`src/rtl/alu_pkg.sv`:
```
// Shared definitions for the ALU time-sharing scheduler: opcode constants,
// the legal-opcode check and the scheduler state encoding.
package alu_pkg;

    localparam int DATA_W = 32;
    localparam int OP_W   = 6;

    localparam logic [3:0] ALU_OP_ADD  = 4'h0;
    localparam logic [3:0] ALU_OP_SUB  = 4'h1;
    localparam logic [3:0] ALU_OP_SLL  = 4'h2;
    localparam logic [3:0] ALU_OP_SLT  = 4'h4;
    localparam logic [3:0] ALU_OP_SLTU = 4'h6;
    localparam logic [3:0] ALU_OP_XOR  = 4'h8;
    localparam logic [3:0] ALU_OP_SRL  = 4'hA;
    localparam logic [3:0] ALU_OP_SRA  = 4'hB;
    localparam logic [3:0] ALU_OP_OR   = 4'hC;
    localparam logic [3:0] ALU_OP_AND  = 4'hE;

    typedef enum logic [1:0] {
        IDLE,
        EXEC,
        RESP
    } state_e;

    function automatic logic is_legal_op(input logic [3:0] op);
        case (op)
            ALU_OP_ADD, ALU_OP_SUB, ALU_OP_SLL, ALU_OP_SLT, ALU_OP_SLTU,
            ALU_OP_XOR, ALU_OP_SRL, ALU_OP_SRA, ALU_OP_OR, ALU_OP_AND:
                return 1'b1;
            default:
                return 1'b0;
        endcase
    endfunction

endpackage

```
`src/rtl/alu_share_sched_arbiter.sv`:
```
// Combinational round-robin arbiter: picks the first requesting index after
// the previous winner, wrapping around.
module rr_arbiter #(
    parameter int NUM_REQ = 4,
    parameter int ID_W    = $clog2(NUM_REQ)
) (
    input  logic [NUM_REQ-1:0] req_i,
    input  logic [ID_W-1:0]    last_grant_i,
    output logic [NUM_REQ-1:0] grant_o,
    output logic [ID_W-1:0]    grant_idx_o,
    output logic               valid_o
);

    logic [ID_W-1:0] cand;

    // Scanning from last_grant+1 gives the previous winner the lowest priority.
    always_comb begin
        grant_o     = '0;
        grant_idx_o = '0;
        valid_o     = 1'b0;
        cand        = '0;
        for (int off = 1; off <= NUM_REQ; off++) begin
            cand = ID_W'((int'(last_grant_i) + off) % NUM_REQ);
            if (!valid_o && req_i[cand]) begin
                valid_o       = 1'b1;
                grant_o[cand] = 1'b1;
                grant_idx_o   = cand;
            end
        end
    end

endmodule

```
`src/rtl/alu_share_sched.sv`:
```
// Time-shares one external combinational ALU32 among NUM_REQ requesters,
// returning each result tagged with the issuing requester index.
module alu_share_sched
    import alu_pkg::*;
#(
    parameter int NUM_REQ = 4,
    parameter int ID_W    = $clog2(NUM_REQ)
) (
    input  logic                     clock,
    input  logic                     reset,
    input  logic [NUM_REQ-1:0]       req_valid,
    output logic [NUM_REQ-1:0]       req_ready,
    input  logic [NUM_REQ*DATA_W-1:0] req_a,
    input  logic [NUM_REQ*DATA_W-1:0] req_b,
    input  logic [NUM_REQ*OP_W-1:0]  req_opcode,
    output logic [DATA_W-1:0]        alu_a,
    output logic [DATA_W-1:0]        alu_b,
    output logic [OP_W-1:0]          alu_opcode,
    input  logic [DATA_W-1:0]        alu_result,
    output logic                     resp_valid,
    input  logic                     resp_ready,
    output logic [ID_W-1:0]          resp_id,
    output logic [DATA_W-1:0]        resp_result,
    output logic                     resp_err,
    output logic [31:0]              ops_done
);

    state_e              state_q, state_d;
    logic [ID_W-1:0]     lastGrant_q;
    logic [ID_W-1:0]     id_q;
    logic [DATA_W-1:0]   aluA_q, aluB_q, result_q;
    logic [OP_W-1:0]     aluOp_q;
    logic                err_q;
    logic [31:0]         opsDone_q;

    logic [DATA_W-1:0]   reqA  [NUM_REQ];
    logic [DATA_W-1:0]   reqB  [NUM_REQ];
    logic [OP_W-1:0]     reqOp [NUM_REQ];

    logic [NUM_REQ-1:0]  grant;
    logic [ID_W-1:0]     grantIdx;
    logic                anyValid;
    logic                grantEn;
    logic                issue;
    logic                respFire;

    for (genvar g = 0; g < NUM_REQ; g++) begin : g_unpack
        assign reqA[g]  = req_a[DATA_W*g +: DATA_W];
        assign reqB[g]  = req_b[DATA_W*g +: DATA_W];
        assign reqOp[g] = req_opcode[OP_W*g +: OP_W];
    end

    rr_arbiter #(
        .NUM_REQ (NUM_REQ),
        .ID_W    (ID_W)
    ) u_arb (
        .req_i        (req_valid),
        .last_grant_i (lastGrant_q),
        .grant_o      (grant),
        .grant_idx_o  (grantIdx),
        .valid_o      (anyValid)
    );

    // A grant may only be offered when the result slot is free or being drained this cycle.
    always_comb begin
        state_d = state_q;
        grantEn = 1'b0;
        case (state_q)
            IDLE: begin
                grantEn = 1'b1;
                if (anyValid) state_d = EXEC;
            end
            EXEC: state_d = RESP;
            RESP: begin
                if (resp_ready) begin
                    grantEn = 1'b1;
                    state_d = anyValid ? EXEC : IDLE;
                end
            end
            default: state_d = IDLE;
        endcase
    end

    assign issue    = grantEn && anyValid;
    assign respFire = (state_q == RESP) && resp_ready;

    always_ff @(posedge clock) begin
        if (!reset) begin
            state_q     <= IDLE;
            lastGrant_q <= ID_W'(NUM_REQ - 1);
            id_q        <= '0;
            aluA_q      <= '0;
            aluB_q      <= '0;
            aluOp_q     <= '0;
            result_q    <= '0;
            err_q       <= 1'b0;
            opsDone_q   <= '0;
        end else begin
            state_q <= state_d;
            if (issue) begin
                aluA_q      <= reqA[grantIdx];
                aluB_q      <= reqB[grantIdx];
                aluOp_q     <= reqOp[grantIdx];
                id_q        <= grantIdx;
                lastGrant_q <= grantIdx;
            end
            if (state_q == EXEC) begin
                result_q <= alu_result;
                err_q    <= !is_legal_op(aluOp_q[3:0]);
            end
            if (respFire) opsDone_q <= opsDone_q + 32'd1;
        end
    end

    assign req_ready   = grantEn ? grant : '0;
    assign alu_a       = aluA_q;
    assign alu_b       = aluB_q;
    assign alu_opcode  = aluOp_q;
    assign resp_valid  = (state_q == RESP);
    assign resp_id     = id_q;
    assign resp_result = result_q;
    assign resp_err    = err_q;
    assign ops_done    = opsDone_q;

endmodule
```
`config.mk`:
```
export PLATFORM = sky130hd
export DESIGN_NAME = alu_share_sched
export DESIGN_NICKNAME = d
export VERILOG_FILES = /design/src/rtl/alu_pkg.sv /design/src/rtl/alu_share_sched_arbiter.sv /design/src/rtl/alu_share_sched.sv
export SDC_FILE = /design/constraint.sdc
export NUM_CORES = 1
export LEC_CHECK = 0
export ABC_CLOCK_PERIOD_IN_PS = 4700
export CAP_MARGIN = 20
export CORE_AREA = 2 2 177 179
export CTS_BUF_LIST = sky130_fd_sc_hd__clkbuf_8
export CTS_CLUSTER_DIAMETER = 50
export DETAILED_ROUTE_END_ITERATION = 7
export DIE_AREA = 0 0 179 181
export GPL_ROUTABILITY_DRIVEN = 0
export GPL_TIMING_DRIVEN = 0
export SLEW_MARGIN = 20
export SYNTH_ARGS = -nofsm -noshare
export SYNTH_HDL_FRONTEND = slang
export SYNTH_HIERARCHICAL = 1
export SYNTH_SLANG_ARGS = --single-unit
```
`constraint.sdc`:
```
create_clock -name clock -period 4.7 [get_ports clock]
set_input_delay 1.175 -clock clock [delete_from_list [all_inputs] [get_ports clock]]
set_output_delay 1.175 -clock clock [all_outputs]
set_load 0.02 [all_outputs]
```
==> run metrics <==
outcome finished, final reports clean; DR WL/cell 20.18 µm; fillcell total 3003; Cell Pwr Density 331.6 nW/µm²; initial DRC count 514; register-to-register setup slack 0.67 ns; Clock Tree Buf Depth 2; clk root buf clkbuf_8; register share of total power 32.4%; # IOs 461; RSZ-0062 raised after global routing no; PnR Total Power 0.004409 W; Slew headroom 40.28%; cts bufs inserted 17; Max Cap Viol 0; Max Slew Vio Count 0; Critical-path top delay cell mux4_2; vias in the first global route 8616; Clock Pin Slew Worst Setup and Hold Paths 0.10 ns; die area 32400 µm²; Hold Vio Cnt, Final 0; Setup WS pre-CTS -0.1494 ns; # clock sinks 142; Top Family by Delay on Critical Path buffers and inverters; worst min-delay path class reg2reg; cell total after placement 1701; EDFF count, synth 0; Post-Syn Area 7745 µm²; final hold slack 0.4228 ns; Sw Ratio 36.08%; Worst-Skew Late Latency 0.45 ns; grt ovf 0; peak per-stage delay on the critical path 0.53 ns; Tcrit/Tclk final 97.52%; Setup Viol. Count Final 0; Syn. warnings 6; largest net degree at the start of global routing 17; share of cells above drive strength 1 10.91%; Fmax 218.2 MHz; fin nets 1653; crit path DAT 3.41 ns; GRT Overall Usage 21.15%; unique cell type count in the Yosys netlist 46; core area 30350 µm²; HPWL Detailed 28560 µm; Die Span Y 181 µm; Final Core Density 43.80%; Routed WL 35140 µm; sequential fraction of the synthesis area 36.70%; clk_skew 0.01626 ns; FF/Latch Area 2844 µm²; routed vias/inst 4.849; Multi-input gate area 4528 µm²; initial antenna violation count 7; Synth Area per Inst 9.144 µm²; P_sw 0.001591 W; Initial Util 25.52%; Final ANT Viol Nets 0; post-synthesis register bit count 142; dominant synthesized flop cell dfxtp_1; Worst setup EP type primary output; final std cells w/o fill 1741; Clock power frac 25.0%; CP Cell Sequence clkdlybuf4s50_1 > clkbuf_2 > mux4_2 > buf_4 > a2111o_1 > and3_1 > dlygate4sd2_1; crit path kind in2out; Via Count 8442; crit start category input pin; Max H-tree Level 4; IO buf count 457; Layout area overhead 71.65%; Peak VDD IR 0.1638 mV; P_leak 4.705 nW; Max Fanout on Critical Path 10; Die Wd 179 µm; Hold-fix buffers, CTS 0; Core Rows 64; drt pass-1 iters 5; Syn Nets 1175; Int Pwr 0.002818 W; # DRC 0; Syn Inst Count 847; CP required 3.52 ns; Slew @ Worst Pin 0.8958 ns; asr flop ratio synth 0%; first-pass GRT wire length 50950 µm; final worst setup slack 0.1164 ns; Comb power frac 42.6%; Buf/Inv on CP 4; CTS tree done; Final min period 4.584 ns
==> registers in the layout (all words and copies together) (netlist names), named ones only <==
name,flops
resp_err,1
lastGrant_q,2
ops_done,32
resp_id,2
alu_a,32
resp_result,32
alu_b,32
alu_opcode,6
state_q,2
==> cell usage after synthesis (5+ instances only) <==
| cell | number | share of area [%] |
|---|---|---|
| or4_1 | 9 | 0.87 |
| and4_1 | 5 | 0.57 |
| clkbuf_1 | 46 | 2.2 |
| mux4_2 | 72 | 21 |
| nand2b_1 | 16 | 1.3 |
| or3_1 | 10 | 0.81 |
| xnor2_1 | 6 | 0.68 |
| inv_1 | 16 | 0.78 |
| a31oi_1 | 5 | 0.40 |
| mux2i_1 | 16 | 2.1 |
| buf_2 | 20 | 1.3 |
| nand4_1 | 16 | 1.3 |
| nand2_1 | 232 | 11 |
| and3_1 | 5 | 0.40 |
| nor4_1 | 10 | 0.81 |
| nand3_1 | 12 | 0.78 |
| a21oi_1 | 121 | 7.8 |
| o21ai_0 | 6 | 0.39 |
| nor2_1 | 15 | 0.73 |
| ha_1 | 9 | 1.5 |
| dfxtp_1 | 142 | 37 |
| o31ai_1 | 17 | 1.6 |
==> per-layer routing <==
layer  track usage [%]  part of all wire (%)  up-vias
met5                 0                 0.031        -
met4             6.699                   2.2        2
met3             5.219                   7.6       40
met2             37.05                    51      338
met1             25.15                    40     4029
li1                  -                     -     4033
==> stage by stage <==
step / area, µm² / TNS (ns)
after floorplan: 7745 / 0
after global placement: 12810 / -0.3507
after detailed placement: 12830 / -0.5148
after CTS: 13270 / 0
after global routing: 13290 / 0
final: 13290 / 0
==> layout make-up <==
type / instances / area share [%]
timing repair buffer: 459 / 34.48
tap: 396 / 3.727
buffer: 72 / 2.466
clock buffer: 17 / 1.760
inverter: 17 / 0.4800
multi-input combinational: 616 / 34.06
clock inverter: 15 / 1.496
sequential: 142 / 21.39
antenna: 7 / 0.1318
==> placed cells by master (no fill, tap or decap), types with 5 or more instances in the layout <==
master,instances
and4_1,5
diode_2,7
clkdlybuf4s50_1,453
a21oi_1,121
mux4_2,72
nand2b_1,16
nand2_1,232
and3_1,5
or3_1,10
clkbuf_1,43
nor4_1,10
o21ai_0,6
dfxtp_1,141
nand4_1,16
nand3_1,12
o31ai_1,17
xnor2_1,6
ha_1,9
inv_1,16
nor2_1,15
mux2i_1,16
clkbuf_8,17
or4_1,9
buf_2,20
==> cell families (layout without fill, tap and decap cells) <==
group | count (synthesis) | count (layout) | share of synthesized area (%)
simple gates | 347 | 347 | 20.84
compound gates | 164 | 164 | 12.05
fa+ha+maj | 9 | 9 | 1.454
other cells | 0 | 7 | 0
buf+inv | 89 | 580 | 4.976
flops | 142 | 142 | 36.70
mux | 90 | 90 | 23.30
xor+xnor | 6 | 6 | 0.6785
==> worst paths after layout <==
check,startpoint,cells past startpoint,to
worst min register to register,flip-flop,1,resp_err
worst max-delay path,req_valid[2],7,req_ready[0]
worst max register to register,lastGrant_q[1],12,alu_b[11]
worst min-delay path,flip-flop,1,resp_err
==> power groups by stage <==
stage	sequential (W)	clock [W]	combinational, W
6_report	0.00143	0.00110	0.00188
5_1_grt	0.00144	0.00118	0.00201
4_1_cts	0.00143	0.00114	0.00190
3_5_place_dp	0.00145	0	0.00190
3_3_place_gp	0.00145	0	0.00189
2_1_floorplan	0.00160	0	0.000890
==> what timing repair did <==
item | in CTS | in global routing
resized for setup | 9 | 2
setup buffers | 0 | 1
setup endpoints to repair | 4 | 2
Power figures use the tool's default switching activity.
